## config.mk

```make
export PLATFORM = sky130hd
export DESIGN_NAME = uart_rx
export DESIGN_NICKNAME = d
export VERILOG_FILES = /design/src/rtl/uart_pkg.sv /design/src/rtl/uart_rx_fifo.sv /design/src/rtl/uart_rx.sv
export SDC_FILE = /design/constraint.sdc
export NUM_CORES = 1
export LEC_CHECK = 0
export CAP_MARGIN = 40
export CORE_ASPECT_RATIO = 1.4
export CORE_MARGIN = 4
export CORE_UTILIZATION = 57
export DETAILED_ROUTE_END_ITERATION = 6
export HOLD_SLACK_MARGIN = 0.03
export PLACE_DENSITY = 0.77
export SLEW_MARGIN = 25
export SYNTH_ARGS = -nofsm -noshare
export SYNTH_HDL_FRONTEND = slang
export SYNTH_SLANG_ARGS = --single-unit
```

## constraint.sdc

```tcl
create_clock -name clk -period 2.4 [get_ports clk]
set_input_delay 0.36 -clock clk [delete_from_list [all_inputs] [get_ports clk]]
set_output_delay 0.36 -clock clk [all_outputs]
set_load 0.01 [all_outputs]
```

## src/rtl/uart_pkg.sv

```systemverilog
// Shared UART definitions: FSM state encoding, data width and baud-timing helpers.
package uart_pkg;

  localparam int UART_DATA_W = 8;

  typedef enum logic [2:0] {
    IDLE,
    START,
    DATA,
    STOP,
    WAIT_IDLE
  } uart_state_e;

  function automatic int unsigned uart_bit_period(input int unsigned clk_freq,
                                                  input int unsigned baud_rate);
    return clk_freq / baud_rate;
  endfunction

  function automatic int unsigned uart_half_period(input int unsigned clk_freq,
                                                   input int unsigned baud_rate);
    return uart_bit_period(clk_freq, baud_rate) / 2;
  endfunction

endpackage

```

## src/rtl/uart_rx_fifo.sv

```systemverilog
// Small first-word-fall-through FIFO; a push into a full FIFO succeeds only if a pop
// happens in the same cycle, otherwise the byte is dropped and o_drop is raised.
module uart_rx_fifo #(
  parameter int unsigned WIDTH = 8,
  parameter int unsigned DEPTH = 4
) (
  input  logic             clk,
  input  logic             rst_n,
  input  logic             i_push,
  input  logic [WIDTH-1:0] i_data,
  input  logic             i_pop,
  output logic [WIDTH-1:0] o_data,
  output logic             o_valid,
  output logic             o_drop
);

  localparam int unsigned AW = (DEPTH > 1) ? $clog2(DEPTH) : 1;

  logic [WIDTH-1:0] r_mem [DEPTH];
  logic [AW:0]      r_wr_ptr, r_rd_ptr;
  logic             w_empty, w_full, w_pop, w_push;

  assign w_empty = (r_wr_ptr == r_rd_ptr);
  assign w_full  = (r_wr_ptr[AW] != r_rd_ptr[AW]) &&
                   (r_wr_ptr[AW-1:0] == r_rd_ptr[AW-1:0]);
  assign w_pop   = i_pop && !w_empty;
  assign w_push  = i_push && (!w_full || w_pop);

  always_ff @(posedge clk or negedge rst_n) begin
    if (!rst_n) begin
      r_wr_ptr <= '0;
      r_rd_ptr <= '0;
    end else begin
      if (w_push) r_wr_ptr <= r_wr_ptr + (AW+1)'(1);
      if (w_pop)  r_rd_ptr <= r_rd_ptr + (AW+1)'(1);
    end
  end

  always_ff @(posedge clk) begin
    if (w_push) r_mem[r_wr_ptr[AW-1:0]] <= i_data;
  end

  // Head is masked while empty so data_o reads 0 out of reset.
  assign o_data  = w_empty ? '0 : r_mem[r_rd_ptr[AW-1:0]];
  assign o_valid = !w_empty;
  assign o_drop  = i_push && !w_push;

endmodule

```

## src/rtl/uart_rx.sv

```systemverilog
// 8N1 UART receiver with mid-bit sampling and false-start rejection.
// Define UART_RX_FIFO_EN to buffer received bytes in a FIFO_DEPTH-entry FWFT FIFO.
module uart_rx
  import uart_pkg::*;
#(
  parameter int unsigned CLK_FREQ   = 100000000,
  parameter int unsigned BAUD_RATE  = 115200,
  parameter int unsigned FIFO_DEPTH = 4
) (
  input  logic                   clk,
  input  logic                   rst_n,
  input  logic                   rx_i,
  input  logic                   ready_i,
  output logic [UART_DATA_W-1:0] data_o,
  output logic                   valid_o,
  output logic                   frame_err_o,
  output logic                   overrun_o,
  output logic                   busy_o
);

  localparam int unsigned BIT_PERIOD = uart_bit_period(CLK_FREQ, BAUD_RATE);
  localparam int unsigned HALF       = uart_half_period(CLK_FREQ, BAUD_RATE);
  localparam logic [15:0] BP_LAST    = 16'(BIT_PERIOD - 1);
  localparam logic [15:0] HALF_LAST  = 16'(HALF - 1);

  if (BIT_PERIOD < 4 || BIT_PERIOD > 65535) begin : g_bad_period
    $error("uart_rx: BIT_PERIOD must be within 4..65535");
  end
  if (FIFO_DEPTH < 2 || (FIFO_DEPTH & (FIFO_DEPTH - 1)) != 0) begin : g_bad_depth
    $error("uart_rx: FIFO_DEPTH must be a power of two >= 2");
  end

  logic [1:0]             r_sync;
  logic                   w_rx_s;
  uart_state_e            r_state, w_next;
  logic [15:0]            r_cnt;
  logic [2:0]             r_bit_idx;
  logic [UART_DATA_W-1:0] r_shift;
  logic                   r_frame_err;
  logic                   w_tick, w_sample, w_deliver, w_ferr, w_busy;

  always_ff @(posedge clk or negedge rst_n) begin
    if (!rst_n) r_sync <= 2'b11;
    else        r_sync <= {r_sync[0], rx_i};
  end
  assign w_rx_s = r_sync[1];

  // START waits half a bit to land mid start-bit; later bits are a full period apart.
  always_comb begin
    w_tick = 1'b0;
    case (r_state)
      START:      w_tick = (r_cnt == HALF_LAST);
      DATA, STOP: w_tick = (r_cnt == BP_LAST);
      default:    w_tick = 1'b0;
    endcase
  end

  always_ff @(posedge clk or negedge rst_n) begin
    if (!rst_n) r_state <= IDLE;
    else        r_state <= w_next;
  end

  always_comb begin
    w_next = r_state;
    case (r_state)
      IDLE:      if (!w_rx_s) w_next = START;
      START:     if (w_tick) w_next = w_rx_s ? IDLE : DATA;
      DATA:      if (w_tick && r_bit_idx == 3'd7) w_next = STOP;
      STOP:      if (w_tick) w_next = w_rx_s ? IDLE : WAIT_IDLE;
      WAIT_IDLE: if (w_rx_s) w_next = IDLE;
      default:   w_next = IDLE;
    endcase
  end

  always_comb begin
    w_busy    = (r_state != IDLE);
    w_sample  = (r_state == DATA) && w_tick;
    w_deliver = (r_state == STOP) && w_tick && w_rx_s;
    w_ferr    = (r_state == STOP) && w_tick && !w_rx_s;
  end

  always_ff @(posedge clk or negedge rst_n) begin
    if (!rst_n) begin
      r_cnt       <= '0;
      r_bit_idx   <= '0;
      r_shift     <= '0;
      r_frame_err <= 1'b0;
    end else begin
      if (r_state == IDLE || r_state == WAIT_IDLE || w_tick) r_cnt <= '0;
      else                                                   r_cnt <= r_cnt + 16'd1;
      if (r_state != DATA) r_bit_idx <= '0;
      else if (w_tick)     r_bit_idx <= r_bit_idx + 3'd1;
      if (w_sample) r_shift <= {w_rx_s, r_shift[UART_DATA_W-1:1]};
      r_frame_err <= w_ferr;
    end
  end

  assign frame_err_o = r_frame_err;
  assign busy_o      = w_busy;

`ifdef UART_RX_FIFO_EN
  logic w_drop, r_overrun;

  uart_rx_fifo #(
    .WIDTH (UART_DATA_W),
    .DEPTH (FIFO_DEPTH)
  ) u_fifo (
    .clk     (clk),
    .rst_n   (rst_n),
    .i_push  (w_deliver),
    .i_data  (r_shift),
    .i_pop   (ready_i),
    .o_data  (data_o),
    .o_valid (valid_o),
    .o_drop  (w_drop)
  );

  always_ff @(posedge clk or negedge rst_n) begin
    if (!rst_n) r_overrun <= 1'b0;
    else        r_overrun <= w_drop;
  end
  assign overrun_o = r_overrun;
`else
  logic [UART_DATA_W-1:0] r_data;
  logic                   r_valid;
  logic                   w_unused_ready;

  always_ff @(posedge clk or negedge rst_n) begin
    if (!rst_n) begin
      r_data  <= '0;
      r_valid <= 1'b0;
    end else begin
      r_valid <= w_deliver;
      if (w_deliver) r_data <= r_shift;
    end
  end

  assign w_unused_ready = ready_i;
  assign data_o         = r_data;
  assign valid_o        = r_valid;
  assign overrun_o      = 1'b0;
`endif

endmodule

```

Yosys cells after proc, flatten, opt, wreduce, memory -nomap -nowiden --
Cells that the tools add are included.
Operators by class: add/sub/neg operators 2, equality and inequality tests 13, mux-type cells 12, reductions and logical operators 13
Operators by type and width (count):
- 3-bit 2-to-1 mux | 8
- 16-bit by 1-bit adder with 16-bit output, second input constant | 1
- 16-bit by 10-bit == test with 1-bit output, second input constant | 1
- 16-bit by 9-bit == test with 1-bit output, second input constant | 1
- 16-bit 2-to-1 mux | 1
- 3-bit one-hot mux with 5 select lines | 1
- 2-bit != test, second input constant | 5
- 3-bit by 2-bit == test with 1-bit output, second input constant | 2
- 3-bit == test, second input constant | 2
- 1-bit logical AND | 5
- 5-bit AND reduction | 1
- 3-bit by 1-bit adder with 3-bit output, second input constant | 1
- 3-bit by 1-bit == test with 1-bit output, second input constant | 1
- 3-bit logical NOT | 1
- 3-bit by 2-bit != test with 1-bit output, second input constant | 1
- 3-bit nonzero test | 1
- 1-bit logical OR | 2
- 2-bit 2-to-1 mux | 1
- 1-bit one-hot mux with 2 select lines | 1
- 2-bit nonzero test | 1
- 2-bit OR reduction | 1
- 1-bit logical NOT | 1
Storage, ports and cells: bits in registers 42, output and inout port bits 12, logic and storage cells 48

Logic depth before layout (Yosys ltp) --
Gate-level depths: netlist (run 1).
word-level depth 6, depth in mapped cells 7

Least setup slack after synthesis (run 1) --
OpenSTA, ideal clock, no wires.
kind register to register, start register r_state[1], end register r_data[0] (netlist: data_o[0]), setup time 0.125 ns, data arrival time 1.852 ns, required time 2.275 ns, slack 0.423 ns, stages on the path, launching flop included 7, clock period less this slack 1.977 ns, cell sequence dfrtp_1 -> nor2b_4 -> or4_4 -> buf_6 -> a211o_1 -> buf_6 -> mux2_4
On the way: cells in the longest elaborated chain, start to end 5, elaborated cells on any way between the ends 7
RTL lines:
- start: declaration | line uart_rx.sv:35 | uart_state_e r_state, w_next;
- start signal: assignment | line uart_rx.sv:60 | else r_state <= w_next;
- 3-bit by 2-bit == test with 1-bit output (on tied branches) | line uart_rx.sv:51, uart_rx.sv:78
- 2-bit OR reduction | line uart_rx.sv:51 | case (r_state)
- 1-bit one-hot mux with 2 select lines | line uart_rx.sv:51
- 1-bit logical AND * (2 in series) | line uart_rx.sv:78 | w_deliver = (r_state == STOP) && w_tick && w_rx_s;
- end signal: assignment | line uart_rx.sv:134 | if (w_deliver) r_data <= r_shift;
- end: declaration | line uart_rx.sv:124 | logic [UART_DATA_W-1:0] r_data;
Every way passes the cells marked *; elsewhere a longest branch is shown, timed or not. A chain may end at the register's enable or synchronous reset.

Worst setup path after layout (run 1) --
start register r_cnt[11], end register r_data[6] (netlist: data_o[6])
On the way: cells in the longest elaborated chain, start to end 4, elaborated cells on any way between the ends 5
RTL lines:
- start: declaration | line uart_rx.sv:36 | logic [15:0] r_cnt;
- start signal: assignment | line uart_rx.sv:90 | else r_cnt <= r_cnt + 16'd1;
- 16-bit by 10-bit == test with 1-bit output or 16-bit by 9-bit == test with 1-bit output (tied branches) | line uart_rx.sv:53, uart_rx.sv:52
- 1-bit one-hot mux with 2 select lines * | line uart_rx.sv:51
- 1-bit logical AND * (2 in series) | line uart_rx.sv:78
Marked as above.

==> flow_metrics.env, run 1 <==
export IMPL_outcome="completed"
export IMPL_crit_slowest_cell="nor4b_1"
export IMPL_core_um2=3378
export IMPL_finalCritPeriodShare=0.9211
export IMPL_synth_common_cells="dfrtp_1, nor3_1, xor2_1, nand2_1"
export IMPL_overflow=0
export IMPL_dr_total_vias=1326
export IMPL_ys_ff_latch=42
export IMPL_grt_pass1_vias=1410
export IMPL_peakVddDrop_uv=481.1
export IMPL_path_class="flip-flop to flip-flop"
export IMPL_relSlewSlack=0.5751
export IMPL_cts_buffers=5
export IMPL_die_area_um2=4500
export IMPL_place_area_um2=2177
export IMPL_fin_setup_tns_ns=0
export IMPL_ff2ff_setup_slack_ns=0.19
export IMPL_cts_sinks=42
export IMPL_port_buffers=13
export IMPL_setup_worst_path_start_class="flip-flop"
export IMPL_p_sw_frac=0.2060
export IMPL_io_pins=16
export IMPL_gp_congestion=0.8662
export IMPL_synth_simple_area_share=0.1918
export IMPL_grt_max_degree=25
export IMPL_powerDensity_nw_per_um2=562.6
export IMPL_holdPathEnd="r_sync[1]"
export IMPL_drv_cap=0
export IMPL_cts_path_max_buffers=2
export IMPL_synth_warnings=0
export IMPL_synth_top_family_by_area="simple AND/OR/NAND/NOR gates"
export IMPL_clkTransAtPathRegs_ns=0.08
export IMPL_max_stage_delay_ns=0.60
export IMPL_cp_max_fo=8
export IMPL_grt_pass1_wl_mm=6.720
export IMPL_drive_gt1_frac=0.2295
export IMPL_worstHoldPathType="flip-flop to flip-flop"
export IMPL_syn_cell_area_um2=1983
export IMPL_synth_fp_nets=169
export IMPL_wire_per_inst_um=17.25
export IMPL_required_ns=2.58
export IMPL_cp_arrival_ns=2.39
export IMPL_cts_max_level=2
export IMPL_insertion_delay_ns=0.30
export IMPL_min_period_ns=2.211
export IMPL_synth_cell_types=39
export IMPL_tightest_slew_ns=0.6286
export IMPL_start_util=0.5870
export IMPL_power_frac_clock=0.431
export IMPL_cp_cell_sequence="nor4b_1, nand2_1, a211o_1, mux2_4"
export IMPL_synth_edf_count=0
export IMPL_min_from="r_sync[0]"
export IMPL_synth_compound_area_frac=0.04290
export IMPL_routed_via_density=5.946
export IMPL_hold_viol_final=0
export IMPL_synth_fa_ha_area_frac=0.01893
export IMPL_nets=189
export IMPL_p_int_mw=1.028
export IMPL_insertedDiodeCount=0
export IMPL_p_leak_nw=1.019
export IMPL_drc=0
export IMPL_postCtsResizedCells=0
export IMPL_place_ws_ns=0.1831
export IMPL_antenna_found_initial=0
export IMPL_fin_ws_ns=0.1893
export IMPL_synth_most_common_cell="dfrtp_1"
export IMPL_die_width_um=57.85
export IMPL_dr_pass1_iters=4
export IMPL_rr_worst_depth=4
export IMPL_synth_xor_area_frac=0.05741
export IMPL_maxSlewViolCount=0
export IMPL_async_flop_share=1.000
export IMPL_timing_rr_start="r_cnt[11]"
export IMPL_dpl_hpwl_mm=2.739
export IMPL_max_freq_mhz=452.4
export IMPL_netlist_instances=162
export IMPL_power_frac_seq=0.550
export IMPL_cts_tree="yes"
export IMPL_synthMuxAreaShare=0.1268
export IMPL_rsz0062_at_grt="false"
export IMPL_crit_start="r_cnt[11]"
export IMPL_syn_avg_cell_area_um2=12.24
export IMPL_synth_area_leader_cell="dfrtp_1"
export IMPL_finalSetupViolations=0
export IMPL_utilization=0.6811
export IMPL_die_height_um=77.79
export IMPL_ys_flop_type="dfrtp_1"
export IMPL_synth_top_area_frac=0.5047
export IMPL_skew_ns=0.006481
export IMPL_p_comb_frac=0.019
export IMPL_whs_ns=0.3581
export IMPL_num_rows=25
export IMPL_whs_path_depth=0
export IMPL_endpoint_kind="flip-flop"
export IMPL_synth_seq_area_share=0.5312
export IMPL_reg2reg_to="data_o[6]"
export IMPL_grtUsageTotal=0.1944
export IMPL_drtIter0Drc=37
export IMPL_cts_root_buf="clkbuf_8"
export IMPL_final_area_um2=2301
export IMPL_p_sw_mw=0.2667
export IMPL_finalWirelength_mm=3.847
export IMPL_area_growth_pct=16.03
export IMPL_synth_area_leaders="dfrtp_1, mux2_4, xor2_1"
export IMPL_final_antenna_net_count=0
kinds of logic after synthesis:
group | count (synthesis)
other | 1
multiplexers | 20
adder cells (fa/ha/maj) | 3
XOR/XNOR | 13
AO/OA/AOI/OAI | 11
flip-flops | 42
AND/OR/NAND/NOR | 63
buffers and inverters | 9
worst max-delay path, delay by kind of cell (launching register included):
kind	cells	cell delay, ns
compound gates	1	0.50
flops	1	0.42
mux	1	0.37
simple gates	2	0.80
placed cells by master, fill, tap and decap left out, types with 2 or more instances in the layout:
cell type        instances
a211oi_1                 2
and4_1                   4
buf_4                    6
clkbuf_8                 5
clkdlybuf4s50_1         12
clkinvlp_4               2
dfrtp_1                 40
dfstp_2                  2
ha_1                     3
mux2_2                   9
mux2_4                   8
mux2i_1                  3
nand2_1                 11
nand3_1                  6
nand3b_1                 2
nand4_1                  9
nor2_1                   3
nor3_1                  14
nor3b_1                  3
nor4b_1                  3
o21ai_0                  3
xor2_1                  12
state kept, by name, summed over array words and instances, names as in the netlist:
signal,flops
frame_err_o,1
r_bit_idx,3
valid_o,1
r_sync,2
data_o,8
r_shift,8
r_cnt,16
r_state,3
metrics by stage:
| stage | power [mW] | cells |
|---|---|---|
| after detailed placement | 0.7502 | 214 |
| after global placement | 0.7432 | 213 |
| after CTS | 1.305 | 223 |
| after floorplan | 0.7285 | 162 |
| after global routing | 1.339 | 223 |
| final | 1.294 | 223 |
worst max path at each step:
stage | slack, ns | end | cells after the start
finish | 0.19 | data_o[6] | 4
global route | 0.02 | data_o[7] | 4
detailed placement | 0.18 | data_o[1] | 4
CTS | 0.18 | data_o[6] | 4
global placement | 0.32 | data_o[2] | 4
floorplan | 0.42 | data_o[0] | 6
cell type report:
cell class,instances,area [um2]
inverters,1,3.754
clock inverters,3,45.04
fillers,257,1077
repair buffers,21,207.7
flip-flops and latches,42,1054
well taps,40,50.05
multi-input cells,111,872.1
clock buffers,5,68.82
routing by layer:
layer,GRT usage,up-vias,part of all wire
li1,-,628,-
met1,0.2242,656,0.41
met2,0.3314,31,0.53
met3,0.05491,11,0.036
met4,0.07889,0,0.021
met5,0,-,0
power groups by stage:
stage          combinational, mW  clock, mW  sequential, mW
2_1_floorplan            0.00304          0           0.725
3_3_place_gp              0.0173          0           0.726
3_5_place_dp              0.0241          0           0.726
4_1_cts                   0.0254      0.567           0.712
5_1_grt                   0.0285      0.598           0.713
6_report                  0.0241      0.558           0.712
timing repair:
| action | 4_1_cts | 5_1_grt |
|---|---|---|
| hold buffers | 1 | 0 |
| setup endpoints to repair | 0 | 0 |
| hold endpoints to repair | 16 | 0 |
| setup buffers | 0 | 0 |
(Power assumes the default switching activity.)
==> run 2, diff against run 1 <==
==> constraint.sdc (replaced) <==
create_clock -name clk -period 2.05 [get_ports clk]
set_input_delay 0.3075 -clock clk [delete_from_list [all_inputs] [get_ports clk]]
set_output_delay 0.3075 -clock clk [all_outputs]
set_load 0.01 [all_outputs]
==> run 2 against run 1 <==
Clock-buffer cell count unchanged. Non-clock buffer count grew 12. First-iteration DRC count down 5.4%. Critical path type unchanged. Wire length up 0.94%.
==> flow_metrics.env, run 2 (same netlist as run 1, synthesis figures left out) <==
export IMPL_grt_max_degree=43
export IMPL_rr_worst_depth=5
export IMPL_clkTransAtPathRegs_ns=0.08
export IMPL_n_fill_cell=251
export IMPL_antenna_found_initial=0
export IMPL_num_rows=25
export IMPL_dr_pass1_iters=5
export IMPL_port_buffers=13
export IMPL_powerDensity_nw_per_um2=671.0
export IMPL_cts_max_level=2
export IMPL_maxSlewViolCount=0
export IMPL_path_class="flip-flop to flip-flop"
export IMPL_endpoint_kind="flip-flop"
export IMPL_crit_buf_inv=1
export IMPL_p_leak_nw=1.103
export IMPL_ff2ff_setup_slack_ns=0.12
export IMPL_peakVddDrop_uv=732.9
export IMPL_final_cell_mix="dfrtp_1, buf_4, nor3_1"
export IMPL_grt_pass1_wl_mm=6.686
export IMPL_nets=201
export IMPL_max_freq_mhz=518.8
export IMPL_wire_per_inst_um=16.52
export IMPL_cp_cell_sequence="nor4b_2, buf_4, nand2_1, a211o_2, mux2_4"
export IMPL_min_period_ns=1.928
export IMPL_regMostFlops="r_cnt"
export IMPL_routed_via_density=5.796
export IMPL_cp_arrival_ns=2.10
export IMPL_cp_max_fo=8
export IMPL_skew_ns=0.01016
export IMPL_holdPathEnd="r_sync[1]"
export IMPL_insertion_delay_ns=0.29
export IMPL_setup_worst_path_start_class="flip-flop"
export IMPL_finalCritPeriodShare=0.9403
export IMPL_cts_buffers=5
export IMPL_overflow=0
export IMPL_cts_tree="yes"
export IMPL_area_growth_pct=22.40
export IMPL_cts_sinks=42
export IMPL_utilization=0.7185
export IMPL_grt_pass1_vias=1414
export IMPL_fin_setup_tns_ns=0
export IMPL_finalSetupViolations=0
export IMPL_required_ns=2.23
export IMPL_dr_total_vias=1362
export IMPL_timing_rr_start="r_cnt[11]"
export IMPL_worstHoldPathType="flip-flop to flip-flop"
export IMPL_max_stage_delay_ns=0.44
export IMPL_io_pins=16
export IMPL_grtUsageTotal=0.1931
export IMPL_crit_slowest_cell="dfrtp_1"
export IMPL_drive_gt1_frac=0.2974
export IMPL_die_width_um=57.85
export IMPL_drtIter0Drc=35
export IMPL_finalWirelength_mm=3.883
export IMPL_largest_reg_flops=16
export IMPL_drc=0
export IMPL_cts_root_buf="clkbuf_8"
export IMPL_drv_cap=0
export IMPL_gp_congestion=0.8399
export IMPL_insertedDiodeCount=0
export IMPL_min_from="r_sync[0]"
export IMPL_rsz0062_at_grt="false"
export IMPL_whs_path_depth=0
export IMPL_reg2reg_to="data_o[5]"
export IMPL_cp_top_family="flip-flops"
export IMPL_core_um2=3378
export IMPL_start_util=0.5870
export IMPL_cts_path_max_buffers=2
export IMPL_outcome="completed"
export IMPL_dpl_hpwl_mm=2.758
export IMPL_die_height_um=77.79
export IMPL_post_cts_buffers=0
export IMPL_die_area_um2=4500
export IMPL_final_common_cell="dfrtp_1"
export IMPL_final_antenna_net_count=0
export IMPL_hold_viol_final=0
[run 2: final cells by class]
class	count	area [um2]	share of cell area
inverter	1	3.754	0.001546
clock buffer	5	68.82	0.02835
sequential	42	1054	0.4340
timing repair buffer	33	290.3	0.1196
multi-input combinational	111	892.1	0.3675
clock inverter	3	68.82	0.02835
tap	40	50.05	0.02062
[run 2: routing by layer]
metal  wire length, um  global-route usage  up-vias  share of wire
met3               132             0.04493        6          0.034
li1                  -                   -      651              -
met5                 0                   0        -              0
met4                56             0.07425        0          0.014
met2              2119              0.3382       30           0.55
met1              1574              0.2225      675           0.41
[run 2: repair_timing]
item,4_1_cts,5_1_grt
gates resized for setup,1,3
hold buffers,1,0
pin swaps,0,0
setup endpoints to repair,8,35
endpoints found under the hold margin,40,0
[run 2: stage by stage]
| stage | hold WS [ns] | total power [mW] | cell area [um2] | cells | worst slack (ns) |
|---|---|---|---|---|---|
| floorplan | 0.01191 | 0.8529 | 1983 | 162 | 0.07252 |
| CTS | 0.3646 | 1.648 | 2414 | 235 | 0.002039 |
| global route | 0.3739 | 1.684 | 2427 | 235 | 0.05720 |
| finish | 0.3616 | 1.629 | 2427 | 235 | 0.1223 |
| detailed placement | 0.2971 | 0.8762 | 2260 | 226 | -0.02649 |
| global placement | 0.2940 | 0.8749 | 2260 | 226 | 0.01740 |
[run 2: worst max path at each step]
stage / from / to / cells past startpoint
finish: r_cnt[11] / data_o[5] / 5
global route: r_cnt[11] / data_o[5] / 5
CTS: r_state[2] / data_o[7] / 5
detailed placement: r_cnt[11] / data_o[7] / 5
global placement: r_cnt[11] / data_o[2] / 5
floorplan: r_state[1] / data_o[0] / 6
[run 2: power breakdown]
part           switching (mW)  internal [mW]  leakage [nW]
clock network           0.281          0.488        0.0683
logic                  0.0177        0.00857         0.469
registers             0.00269          0.831         0.565
total                   0.301           1.33          1.10
==> run 3, diff against run 2 <==
--- a/config.mk
+++ b/config.mk
@@ -8,10 +8,10 @@
 export CAP_MARGIN = 40
 export CORE_ASPECT_RATIO = 1.4
 export CORE_MARGIN = 4
-export CORE_UTILIZATION = 57
+export CORE_UTILIZATION = 50
 export DETAILED_ROUTE_END_ITERATION = 6
 export HOLD_SLACK_MARGIN = 0.03
-export PLACE_DENSITY = 0.77
+export PLACE_DENSITY = 0.67
 export SLEW_MARGIN = 25
 export SYNTH_ARGS = -nofsm -noshare
 export SYNTH_HDL_FRONTEND = slang
==> run 3 against run 2 <==
Clock skew down 0.0025 ns. Largest cell class unchanged. Highest routed layer unchanged. Clock power down 35%. Sequential power about the same. Critical endpoint is now r_shift[4]. Cell area down 2.2%. Sequential share of layout area up 0.96 points. Register-to-register slack worse by 0.05 ns. First-iteration DRC count up 31%. Global-route usage down 1.2 points. Clock-buffer cell count up 1.
==> flow_metrics.env, run 3 (same netlist as run 1, synthesis figures left out) <==
export IMPL_place_ws_ns=0.04265
export IMPL_outcome="completed"
export IMPL_timing_rr_start="r_state[2]"
export IMPL_cpMostUsedCell="buf_4"
export IMPL_crit_buf_inv=2
export IMPL_cts_tree="yes"
export IMPL_max_freq_mhz=504.8
export IMPL_dpl_hpwl_mm=2.892
export IMPL_endpoint_kind="flip-flop"
export IMPL_start_util=0.5301
export IMPL_finalWirelength_mm=3.852
export IMPL_peakVddDrop_uv=510.3
export IMPL_antenna_found_initial=0
export IMPL_routed_via_density=5.758
export IMPL_powerDensity_nw_per_um2=573.7
export IMPL_ff2ff_setup_slack_ns=0.07
export IMPL_cts_max_level=2
export IMPL_clkTransAtPathRegs_ns=0.08
export IMPL_gp_congestion=0.7983
export IMPL_holdPathEnd="r_sync[1]"
export IMPL_rsz0062_at_grt="false"
export IMPL_min_period_ns=1.981
export IMPL_port_buffers=13
export IMPL_die_width_um=61.23
export IMPL_overflow=0
export IMPL_skew_ns=0.007690
export IMPL_instances_no_fill=236
export IMPL_die_height_um=82.52
export IMPL_required_ns=2.23
export IMPL_fin_ws_ns=0.06920
export IMPL_cp_max_fo=8
export IMPL_core_um2=3741
export IMPL_drv_cap=0
export IMPL_cts_root_buf="clkbuf_8"
export IMPL_tightest_slew_ns=0.5292
export IMPL_die_area_um2=5052
export IMPL_cts_path_max_buffers=2
export IMPL_final_common_cell="dfrtp_1"
export IMPL_p_leak_nw=1.074
export IMPL_largest_reg_flops=16
export IMPL_cp_top_family="simple AND/OR/NAND/NOR gates"
export IMPL_drive_gt1_frac=0.2887
export IMPL_drc=0
export IMPL_finalCritPeriodShare=0.9662
export IMPL_cp_cell_sequence="nor2b_4, or4_4, buf_4, a21oi_2, buf_4, mux2_2"
export IMPL_maxSlewViolCount=0
export IMPL_insertion_delay_ns=0.29
export IMPL_reg2reg_to="r_shift[4]"
export IMPL_hold_viol_final=0
export IMPL_whs_path_depth=0
export IMPL_relSlewSlack=0.6472
export IMPL_fin_setup_tns_ns=0
export IMPL_max_stage_delay_ns=0.51
export IMPL_n_fill_cell=307
export IMPL_dr_total_vias=1359
export IMPL_insertedDiodeCount=0
export IMPL_whs_ns=0.3588
export IMPL_wire_per_inst_um=16.32
export IMPL_area_growth_pct=19.75
export IMPL_rr_worst_depth=6
export IMPL_cts_sinks=42
export IMPL_nets=200
export IMPL_grtUsageTotal=0.1816
export IMPL_drtIter0Drc=46
export IMPL_final_cell_mix="dfrtp_1, buf_4, nor3_1"
export IMPL_cp_arrival_ns=2.16
export IMPL_crit_slowest_cell="dfrtp_1"
export IMPL_grt_pass1_wl_mm=6.831
export IMPL_finalSetupViolations=0
export IMPL_num_rows=26
export IMPL_path_class="flip-flop to flip-flop"
export IMPL_grt_pass1_vias=1483
export IMPL_final_antenna_net_count=0
export IMPL_regMostFlops="r_cnt"
export IMPL_worstHoldPathType="flip-flop to flip-flop"
export IMPL_cts_buffers=5
export IMPL_post_place_cells=227
export IMPL_grt_max_degree=24
export IMPL_setup_worst_path_start_class="flip-flop"
export IMPL_io_pins=16
export IMPL_dr_pass1_iters=4
export IMPL_min_from="r_sync[0]"
-- run 3: per-layer routing --
metal  global-route usage  routed length, um
met5                    0                  0
met4              0.08243                123
met3              0.04355                118
met2               0.3136               2070
met1               0.2066               1539
-- run 3: area by class of cell --
class	count	area, um2	share of cell area
clock buffer	6	72.57	0.03056
clock inverter	2	10.01	0.004215
inverter	1	3.754	0.001581
multi-input combinational	111	899.6	0.3788
sequential	42	1054	0.4436
tap	42	52.55	0.02213
timing repair buffer	32	282.8	0.1191
-- run 3: repair_timing --
item                                   in CTS  in global routing
endpoints found under the hold margin      20                  0
hold buffers                                1                  0
resized for setup                           0                  5
setup endpoints to repair                   0                 30
setup buffers                               0                  0
-- run 3: worst max-delay path by stage --
stage	cells past startpoint	endpoint	slack, ns	from
global placement	4	data_o[6]	0.09	r_state[2]
floorplan	6	data_o[0]	0.07	r_state[1]
detailed placement	4	data_o[7]	0.04	r_state[2]
finish	6	r_shift[4]	0.07	r_state[2]
global route	6	r_cnt[3]	0.01	r_state[2]
CTS	4	data_o[7]	0.03	r_state[2]
-- run 3: where the power goes --
part | leakage, nW | switching [mW] | internal (mW) | total (mW)
clock | 0.0450 | 0.267 | 0.236 | 0.502
combinational | 0.464 | 0.0177 | 0.00831 | 0.0261
sequential | 0.565 | 0.00236 | 0.831 | 0.834
-- run 3: per-stage QoR --
stage | instance area, um2 | utilization | power (mW)
finish | 2375 | 0.6348 | 1.362
global route | 2375 | 0.6348 | 1.417
CTS | 2347 | 0.6274 | 1.379
detailed placement | 2255 | 0.6027 | 0.8760
global placement | 2255 | 0.6027 | 0.8752
floorplan | 1983 | - | 0.8529
